## src/rtl/pipe_ctrl_pkg.sv

```systemverilog
// Shared types and constants for the pipeline hazard/sequencing controller.
package pipe_ctrl_pkg;

  localparam int REG_W             = 5;
  localparam int DRAIN_CYC_DEFAULT = 2;

  typedef enum logic [1:0] {
    FWD_RF  = 2'd0,
    FWD_MEM = 2'd1,
    FWD_WB  = 2'd2
  } fwd_sel_e;

  typedef enum logic [1:0] {
    ST_RUN      = 2'd0,
    ST_DRAIN    = 2'd1,
    ST_HALTED   = 2'd2,
    ST_WAIT_REL = 2'd3
  } ctrl_state_e;

endpackage

```

## src/rtl/fwd_sel.sv

```systemverilog
// One EX-operand forwarding select; the youngest producer (EX/MEM) beats MEM/WB.
module fwd_sel
  import pipe_ctrl_pkg::*;
(
  input  logic [REG_W-1:0] src,
  input  logic [REG_W-1:0] mem_rd,
  input  logic             mem_reg_write,
  input  logic [REG_W-1:0] wb_rd,
  input  logic             wb_reg_write,
  output logic [1:0]       sel
);

  always_comb begin
    // NOTE: default assigned first so every path drives sel and no latch is inferred.
    sel = FWD_RF;
    if (src != '0) begin
      if (mem_reg_write && (mem_rd == src))     sel = FWD_MEM;
      else if (wb_reg_write && (wb_rd == src))  sel = FWD_WB;
    end
  end

endmodule

```

## src/rtl/pipeline_ctrl.sv

```systemverilog
// Hazard, forwarding and syscall-halt controller for the 5-stage MIPS pipeline.
// Define PIPE_PERF_CNT_EN to build the cycle/stall/flush performance counters.
module pipeline_ctrl
  import pipe_ctrl_pkg::*;
#(
  parameter int CNT_W     = 32,
  parameter int DRAIN_CYC = DRAIN_CYC_DEFAULT
) (
  input  logic             clk,
  input  logic             rst,
  input  logic [REG_W-1:0] id_rs,
  input  logic [REG_W-1:0] id_rt,
  input  logic             id_uses_rs,
  input  logic             id_uses_rt,
  input  logic             id_jump,
  input  logic [REG_W-1:0] ex_rs,
  input  logic [REG_W-1:0] ex_rt,
  input  logic [REG_W-1:0] ex_rd,
  input  logic             ex_reg_write,
  input  logic             ex_mem_to_reg,
  input  logic             ex_redirect,
  input  logic             ex_halt,
  input  logic [REG_W-1:0] mem_rd,
  input  logic             mem_reg_write,
  input  logic [REG_W-1:0] wb_rd,
  input  logic             wb_reg_write,
  input  logic             resume,
  output logic             pc_stall,
  output logic             if_id_stall,
  output logic             if_id_flush,
  output logic             id_ex_flush,
  output logic [1:0]       fwd_a,
  output logic [1:0]       fwd_b,
  output logic             halted,
  output logic [CNT_W-1:0] cycle_cnt,
  output logic [CNT_W-1:0] stall_cnt,
  output logic [CNT_W-1:0] flush_cnt
);

  localparam int                DCNT_W     = (DRAIN_CYC > 1) ? $clog2(DRAIN_CYC) : 1;
  localparam logic [DCNT_W-1:0] DRAIN_LOAD = DCNT_W'(DRAIN_CYC - 1);

  ctrl_state_e       state;
  logic [DCNT_W-1:0] drain_cnt;
  logic              resume_d;

  fwd_sel u_fwd_a (
    .src(ex_rs), .mem_rd(mem_rd), .mem_reg_write(mem_reg_write),
    .wb_rd(wb_rd), .wb_reg_write(wb_reg_write), .sel(fwd_a)
  );

  fwd_sel u_fwd_b (
    .src(ex_rt), .mem_rd(mem_rd), .mem_reg_write(mem_reg_write),
    .wb_rd(wb_rd), .wb_reg_write(wb_reg_write), .sel(fwd_b)
  );

  // Hazard resolution in priority order: halt FSM, redirect, load-use, jump.
  logic resume_rise, active, halt_req, load_use;
  logic do_redirect, do_stall, do_jump;

  assign resume_rise = resume & ~resume_d;
  assign active      = (state == ST_RUN) || (state == ST_WAIT_REL);
  assign halt_req    = (state == ST_RUN) && ex_halt;
  assign load_use    = ex_mem_to_reg && (ex_rd != '0) &&
                       ((id_uses_rs && (ex_rd == id_rs)) || (id_uses_rt && (ex_rd == id_rt)));
  assign do_redirect = active && !halt_req && ex_redirect;
  assign do_stall    = active && !halt_req && !ex_redirect && load_use;
  assign do_jump     = active && !halt_req && !ex_redirect && !load_use && id_jump;

  assign pc_stall    = !active || halt_req || do_stall;
  assign if_id_stall = !active || do_stall;
  assign if_id_flush = halt_req || do_redirect || do_jump;
  assign id_ex_flush = !active || halt_req || do_redirect || do_stall;

  // ex_reg_write only matters for the forwarding of the following cycle (seen as mem_reg_write).
  logic unused_ok;
  assign unused_ok = ex_reg_write;

  always_ff @(posedge clk) begin
    // NOTE: non-blocking assignments keep every register update on the same edge, order-independent.
    if (rst) begin
      state     <= ST_RUN;
      drain_cnt <= '0;
      resume_d  <= 1'b0;
      halted    <= 1'b0;
    end else begin
      resume_d <= resume;
      unique case (state)
        ST_RUN: begin
          if (ex_halt) begin
            state     <= ST_DRAIN;
            drain_cnt <= DRAIN_LOAD;
          end
        end
        ST_DRAIN: begin
          if (drain_cnt == '0) begin
            state  <= ST_HALTED;
            halted <= 1'b1;
          end else begin
            drain_cnt <= drain_cnt - 1'b1;
          end
        end
        ST_HALTED: begin
          if (resume_rise) begin
            state  <= ST_WAIT_REL;
            halted <= 1'b0;
          end
        end
        ST_WAIT_REL: state <= ST_RUN;
        default:     state <= ST_RUN;
      endcase
    end
  end

`ifdef PIPE_PERF_CNT_EN
  always_ff @(posedge clk) begin
    if (rst) begin
      cycle_cnt <= '0;
      stall_cnt <= '0;
      flush_cnt <= '0;
    end else begin
      if (state != ST_HALTED)        cycle_cnt <= cycle_cnt + 1'b1;
      if (do_stall)                  stall_cnt <= stall_cnt + 1'b1;
      if (do_redirect || do_jump)    flush_cnt <= flush_cnt + 1'b1;
    end
  end
`else
  assign cycle_cnt = '0;
  assign stall_cnt = '0;
  assign flush_cnt = '0;
`endif

endmodule

```

## config.mk

```make
export PLATFORM = sky130hd
export DESIGN_NAME = pipeline_ctrl
export DESIGN_NICKNAME = d
export VERILOG_FILES = /design/src/rtl/pipe_ctrl_pkg.sv /design/src/rtl/fwd_sel.sv /design/src/rtl/pipeline_ctrl.sv
export SDC_FILE = /design/constraint.sdc
export NUM_CORES = 1
export LEC_CHECK = 0
export ABC_AREA = 1
export ABC_CLOCK_PERIOD_IN_PS = 1500
export BUFFER_PORTS_ARGS = -buffer_cell sky130_fd_sc_hd__buf_4
export CAP_MARGIN = 10
export CORE_MARGIN = 5
export CORE_UTILIZATION = 35
export CTS_CLUSTER_SIZE = 24
export DETAILED_ROUTE_END_ITERATION = 10
export PLACE_DENSITY_LB_ADDON = 0.2
export SKIP_CTS_REPAIR_TIMING = 1
export SLEW_MARGIN = 25
export SYNTH_ARGS = -nofsm -noshare
export SYNTH_HDL_FRONTEND = slang
export SYNTH_HIERARCHICAL = 1
export SYNTH_SLANG_ARGS = --single-unit
```

## constraint.sdc

```tcl
create_clock -name clk -period 1.5 [get_ports clk]
set_input_delay 0.45 -clock clk [delete_from_list [all_inputs] [get_ports clk]]
set_output_delay 0.45 -clock clk [all_outputs]
set_load 0.01 [all_outputs]
```

# Word-level counts from Yosys, hierarchy flattened
# Cells that the tools add are included.
[totals] regBits=5 out_inout_bits=105
[classes] add_sub_neg=1 n_eq_ne=12 muxes=16 bitwise_logic=2 n_reduce_logical=37
[ops] op="$eq 5x5->1" n=6
[ops] op="$mux 2" n=9
[ops] op="$logic_and 1x1->1" n=15
[ops] op="$reduce_bool 5->1" n=3
[ops] op="$logic_or 1x1->1" n=9
[ops] op="$pmux 2 s4" n=1
[ops] op="$ne 2x2->1 const B" n=3
[ops] op="$reduce_and 3->1" n=2
[ops] op="$eq 2x2->1 const B" n=2
[ops] op="$logic_not 1->1" n=4
[ops] op="$mux 1" n=4
[ops] op="$pmux 1 s2" n=2
[ops] op="$reduce_bool 2->1" n=2
[ops] op="$eq 2x1->1 const B" n=1
[ops] op="$logic_not 2->1" n=1
[ops] op="$reduce_and 2->1" n=1
[ops] op="$and 1x1->1" n=1
[ops] op="$not 1->1" n=1
[ops] op="$sub 1x1->1 const B" n=1

# Longest topological paths before layout
# Gate-level depths: netlist (run 1).
[logic_depth] depth_word=8 ltp_mapped=9 mapped_depth_nobuf=9

# Modules after synthesis
# The synthesis (run 1) kept the hierarchy.
[modules_own_cells] module="pipeline_ctrl" n_inst=1 cells_each=196 area_each_um2=1258.7
[modules_own_cells] module="fwd_sel" n_inst=2 cells_each=54 area_each_um2=229.0

# Worst setup path before layout (run 1)
# Ideal clock, no wire load.
[synth_path] path_kind="reg-to-output" start="reg state[0]" end="out pc_stall" arrival_time_ns=1.192 required_time_ns=1.050 slack_ns=-0.142 stages_incl_launch_ff=8 n_path_buf=0 cell_sequence="dfxtp_1 inv_1 ha_1 or2_1 nand2_1 nor2_1 nand3_1 nand3_1"
[synth_via] elab_chain_len=7 word_cells_on_any_way=11 cone_classes="eq/ne (1); reduce/logical (10)"
[synth_lines] item="start, declared" line_no="pipeline_ctrl.sv:43" text="ctrl_state_e state;"
[synth_lines] item="start signal, assigned" line_no="pipeline_ctrl.sv:82" text="state <= ST_RUN;"
[synth_lines] item="start signal, assigned" line_no="pipeline_ctrl.sv:91" text="state <= ST_DRAIN;"
[synth_lines] item="start signal, assigned" line_no="pipeline_ctrl.sv:97" text="state <= ST_HALTED;"
[synth_lines] item="$logic_not 2->1" line_no="pipeline_ctrl.sv:62, pipeline_ctrl.sv:63"
[synth_lines] item="$logic_and 1x1->1" line_no="pipeline_ctrl.sv:63" text="assign halt_req = (state == ST_RUN) && ex_halt;"
[synth_lines] item="$logic_not 1->1" line_no="pipeline_ctrl.sv:67" text="assign do_stall = active && !halt_req && !ex_redirect && load_use;"
[synth_lines] item="$logic_and 1x1->1 (3 in a row)" line_no="pipeline_ctrl.sv:67"
[synth_lines] item="$logic_or 1x1->1 *" line_no="pipeline_ctrl.sv:70" text="assign pc_stall = !active || halt_req || do_stall;"
[synth_lines] item="end, declared" line_no="pipeline_ctrl.sv:28" text="output logic pc_stall,"
# Every way passes the cells marked *; elsewhere a longest branch is shown, timed or not.

# Worst setup path in the final report (run 1)
[layout_path] start="reg state[1]" end="out pc_stall"
# The elaborated chain is that of the path after synthesis.

==> impl_metrics.toml, run 1 <==
[status]
outcome = "finished with violations"
violations = "setup timing"

[sta]
rsz0062_at_grt = "true"
finalCritPeriodShare_pct = 125
fin_worst_skew_ns = 0.00441
post-route-min-period_ns = 1.88
setup_ws_ns = -0.376
fmax_mhz = 533
setup_viol = 8
finalHoldViolCount = 0
drv_slew = 0

[critical_path]
cp_max_fo = 3
endpoint_kind = "primary output"
worst_ep_required_time_ns = 1.05
critPathLaunchType = "flop"
critical_path_class = "reg -> out"
arrival_ns = 1.43

[job]
max-cap-violations = 0

[floorplan]
dieArea_mm2 = 0.00641
start_util_pct = 36.1
fp-row-count = 25
die_h_um = 80.0
num_io_pins = 152
core_area_mm2 = 0.00475
chipWidth_um = 80.0

[synthesis]
yosys.cell_types.count = 23
synth_area_mm2 = 0.00172
async_reset_ff_share_pct = 0
postSynthCellCount = 304
ys_seq_elements = 5
synth_flop_cell = "dfxtp_1"
yosysWarnings = 6
synth.avg_cell_area_um2 = 5.65
ys_seq_area_share_pct = 5.83
synth_edf_count = 0

[placed_design]
routabilityCongestion = 0.779
placedCellCount = 431
portBuffers = 54
hpwl_um = 3360
dpl_worst_slack_ns = -0.273

[finish]
fill_cells = 565
drive_above_1_share_pct = 29.8
final_cells = 436
n_antenna_cell = 0
nets = 421
syn2layout_area_growth_pct = 24.6

[power_and_ir_drop]
p_leak_nw = 1.33
p_total_mw = 1.78
clkPwrFrac_pct = 14.3
seqPwrFrac_pct = 12.8
internal_power_mw = 1.01
powerDensity_mw_per_mm2 = 832
vdd_drop_max_v = 0.000796
comb_power_share_pct = 72.9
switchingPower_mw = 0.773
swShare_pct = 43.5

[grt]
grt_max_degree = 6
grt_pass1_vias = 1268
overflow = 0
grt_first_pass_wirelength_um = 5240
grtUsageTotal_pct = 9.73
antenna_found_initial = 0

[route]
wl_um = 3860
drc = 0
viasPerCell = 3.66
vias = 1594
dr.pass1.iters = 4
drt_iter0_markers = 35
antenna_left = 0
post_drt_wl_per_cell_um = 8.85

[clock_tree]
root_buffer = "clkbuf_8"
tritoncts = "yes"
h-tree-depth = 1
clock_latency_ns = 0.22
clk_pin_slew_ns = 0.04
cts_buffer_depth = 2
numClockSinks = 5
cts_buffers = 3

[hold_path]
worstHoldPathType = "in -> reg"
-- final cells by class --
cell class | instances | area [um^2] | share of cell area (%)
flip-flops and latches | 5 | 103 | 4.80
repair buffers | 62 | 533 | 24.9
well taps | 67 | 83.8 | 3.92
clock buffers | 4 | 45.0 | 2.11
multi-input cells | 251 | 1170 | 54.8
inverters | 47 | 201 | 9.42
-- sequential cells by signal, indices dropped and copies added, names as in the netlist --
signal     flops
state          2
halted         1
drain_cnt      1
resume_d       1
-- worst paths after layout --
| kind | from | end | slack [ns] | cells after the start |
|---|---|---|---|---|
| max | state[1] | pc_stall | -0.38 | 8 |
| min | rst | state[1] | 0.43 | 2 |
| min reg2reg | halted | halted | 0.50 | 2 |
| max reg2reg | state[1] | state[0] | 0.06 | 7 |
-- per-stage QoR --
stage | TNS, ns | utilization [%] | hold slack (ns) | instance area, um^2
finish | -1.85 | 45.0 | 0.432 | 2140
global route | -2.53 | 45.0 | 0.442 | 2140
CTS | -1.96 | 41.4 | 0.426 | 1970
detailed placement | -1.48 | 40.5 | 0.494 | 1920
global placement | -1.42 | 40.5 | 0.480 | 1920
floorplan | -0.00980 | - | 0.484 | 2100
-- critical path, cell delays in order (launching register included) --
cell	delay, ns
dfxtp_2	0.34
inv_2	0.05
ha_4	0.16
or2_4	0.26
nand2_4	0.07
nor2_4	0.04
nand3_2	0.08
nand3_2	0.07
buf_6	0.12
-- kinds of logic (layout without fill, tap and decap cells) --
logic type,after synthesis,in the layout,share of synthesized area [%]
flops,5,5,5.83
xor+xnor,4,4,2.04
simple gates,137,137,32.8
compound gates,10,10,3.94
other cells,1,96,0.218
buf+inv,143,113,52.3
fa+ha+maj,4,4,2.92
-- synth_stat cells (2+ instances only) --
master	n	area (um^2)
buf_4	96	721
inv_2	9	33.8
nand2_1	84	315
xnor2_1	4	35.0
ha_1	4	50.1
nand2_2	4	25.0
a21oi_1	3	15.0
nor2_1	33	124
nand3_1	10	50.1
a211oi_1	2	15.0
dfxtp_1	5	100
nor2_2	2	12.5
nor3_2	2	20.0
clkinv_1	2	7.51
inv_1	36	135
-- routing by layer --
metal / up-vias / routed length, um / GRT usage [%]
li1: 831 / - / -
met1: 680 / 1410 / 12.0
met2: 83 / 1990 / 17.3
met3: 0 / 462 / 2.71
met4: 0 / 0 / 1.01
met5: - / 0 / 0
-- power groups by stage --
stage,clock (mW),sequential [mW],combinational (mW)
floorplan,0,0.226,0.849
global placement,0,0.226,1.11
detailed placement,0,0.228,1.11
CTS,0.257,0.227,1.12
global route,0.271,0.237,1.46
finish,0.254,0.227,1.30
-- cell usage in the layout, fill, tap and decap left out, types with 2 or more instances in the layout --
cell / instances
nor2_2: 5
dfxtp_2: 2
nand2_1: 75
nand3_2: 4
inv_1: 33
nand2_2: 11
ha_1: 3
buf_4: 50
nor2_1: 27
nand2_4: 2
inv_8: 3
nor3_2: 2
nor2_4: 3
buf_6: 6
dfxtp_1: 3
nand3_1: 7
conb_1: 96
inv_2: 8
clkinv_1: 2
a211oi_1: 2
xnor2_1: 4
clkbuf_8: 3
a21oi_1: 2
buf_8: 6
(Power assumes the default switching activity.)
==> run 2: changes to the inputs <==
BUFFER_PORTS_ARGS = -buffer_cell sky130_fd_sc_hd__buf_2   (was -buffer_cell sky130_fd_sc_hd__buf_4)
CORE_MARGIN = 2   (was 5)
==> impl_metrics.toml, run 2 (same netlist as run 1, synthesis figures left out) <==
[critical_path]
timing.critical_path.mode_cell = "nand3_2"
crit_chain = "inv_2 > ha_4 > or2_4 > nand2_4 > nor2_4 > nand3_2 > nand3_2 > buf_6"
endpoint_kind = "primary output"
critPathSlowestCell = "dfxtp_2"
arrival_ns = 1.43
r2r.worst_path.cells = 7
cp_max_fo = 3
reg2reg_to = "state[0]"
worst-r2r-setup-slack_ns = 0.04
critical_path_class = "reg -> out"
slowest_delay_ns = 0.34
worst_ep_required_time_ns = 1.05
critPathLaunchType = "flop"
r2r-start = "state[0]"

[grt]
grt_first_pass_wirelength_um = 4620
grt_max_degree = 6
grt_pass1_vias = 1192
grtUsageTotal_pct = 10.4
overflow = 0
antenna_found_initial = 0

[power_and_ir_drop]
powerDensity_mw_per_mm2 = 834
vdd_drop_max_v = 0.000794
p_leak_nw = 1.29
p_total_mw = 1.70

[sta]
finalHoldViolCount = 0
post-route-min-period_ns = 1.88
fmax_mhz = 532
drv_slew = 0
finalCritPeriodShare_pct = 125
rsz0062_at_grt = "true"
setup_ws_ns = -0.379
fin_worst_skew_ns = 0.000122
setup_viol = 8

[status]
violations = "setup timing"
outcome = "finished with violations"

[route]
drt_iter0_markers = 33
viasPerCell = 3.63
antenna_left = 0
wl_um = 3330
post_drt_wl_per_cell_um = 7.66
dr.pass1.iters = 4
vias = 1580
drc = 0

[placed_design]
dpl_worst_slack_ns = -0.286
portBuffers = 54
routabilityCongestion = 0.815
hpwl_um = 2830

[finish]
ff_latch_area_um2 = 103
final_cell_mix = "conb_1, nand2_1, buf_2, inv_1, nor2_1"
fill_cells = 535
syn2layout_area_growth_pct = 19.1
final_common_cell = "conb_1"
multiInputGateArea_mm2 = 0.00120
drive_above_1_share_pct = 34.8
regMostFlops = "state"
n_antenna_cell = 0
largest_register_ffs = 2
nets = 420

[hold_path]
worstHoldPathType = "in -> reg"
hp-start = "rst"
min_path_cells = 2
whs_endpoint = "state[1]"

[clock_tree]
clock_latency_ns = 0.22
cts_buffers = 3
root_buffer = "clkbuf_8"
clk_pin_slew_ns = 0.03
numClockSinks = 5
h-tree-depth = 1
cts_buffer_depth = 2
tritoncts = "yes"

[job]
max-cap-violations = 0

[floorplan]
dieArea_mm2 = 0.00548
core_area_mm2 = 0.00472
fp-row-count = 25
die_h_um = 74.0
num_io_pins = 152
chipWidth_um = 74.0
start_util_pct = 36.3
==> run 2: worst max path at each step <==
stage,start,end,slack (ns)
after floorplan,state[1],pc_stall,-0.01
after global placement,ex_rd[3],if_id_flush,-0.29
after detailed placement,ex_rd[3],if_id_flush,-0.29
after CTS,state[0],pc_stall,-0.40
after global routing,state[0],pc_stall,-0.46
final,state[1],pc_stall,-0.38
==> run 2: layout make-up <==
cell class	instances	share of cell area (%)
Tap cell	67	4.10
Inverter	47	9.73
Sequential cell	5	5.02
Multi-Input combinational cell	251	58.8
Clock buffer	4	2.20
Timing Repair Buffer	61	20.2
==> run 2: worst max-delay path: cells and delay by family (launching register included) <==
family | cells | cell delay (ns)
flops | 1 | 0.34
simple gates | 5 | 0.53
buf+inv | 2 | 0.18
fa+ha+maj | 1 | 0.16
==> run 2: per-layer routing <==
layer | vias up | part of all wire, % | GRT usage, %
li1 | 831 | - | -
met1 | 660 | 36 | 12.0
met2 | 83 | 51 | 18.6
met3 | 6 | 11 | 2.44
met4 | 0 | 1.3 | 3.64
met5 | - | 0 | 0
==> run 2: power breakdown <==
| group | internal, mW | switching (mW) | total, mW |
|---|---|---|---|
| registers | 0.189 | 0.0380 | 0.227 |
| logic | 0.572 | 0.655 | 1.23 |
| clock network | 0.183 | 0.0675 | 0.250 |
==> run 2: through the flow <==
step / cell area [um^2] / setup TNS [ns] / instances / util, % / hold slack, ns
CTS: 1830 / -1.88 / 434 / 38.7 / 0.455
detailed placement: 1780 / -1.45 / 430 / 37.7 / 0.496
floorplan: 2100 / -0.00980 / 399 / - / 0.484
finish: 2040 / -1.75 / 435 / 43.3 / 0.464
global placement: 1780 / -1.46 / 430 / 37.7 / 0.476
global route: 2040 / -2.54 / 435 / 43.3 / 0.477
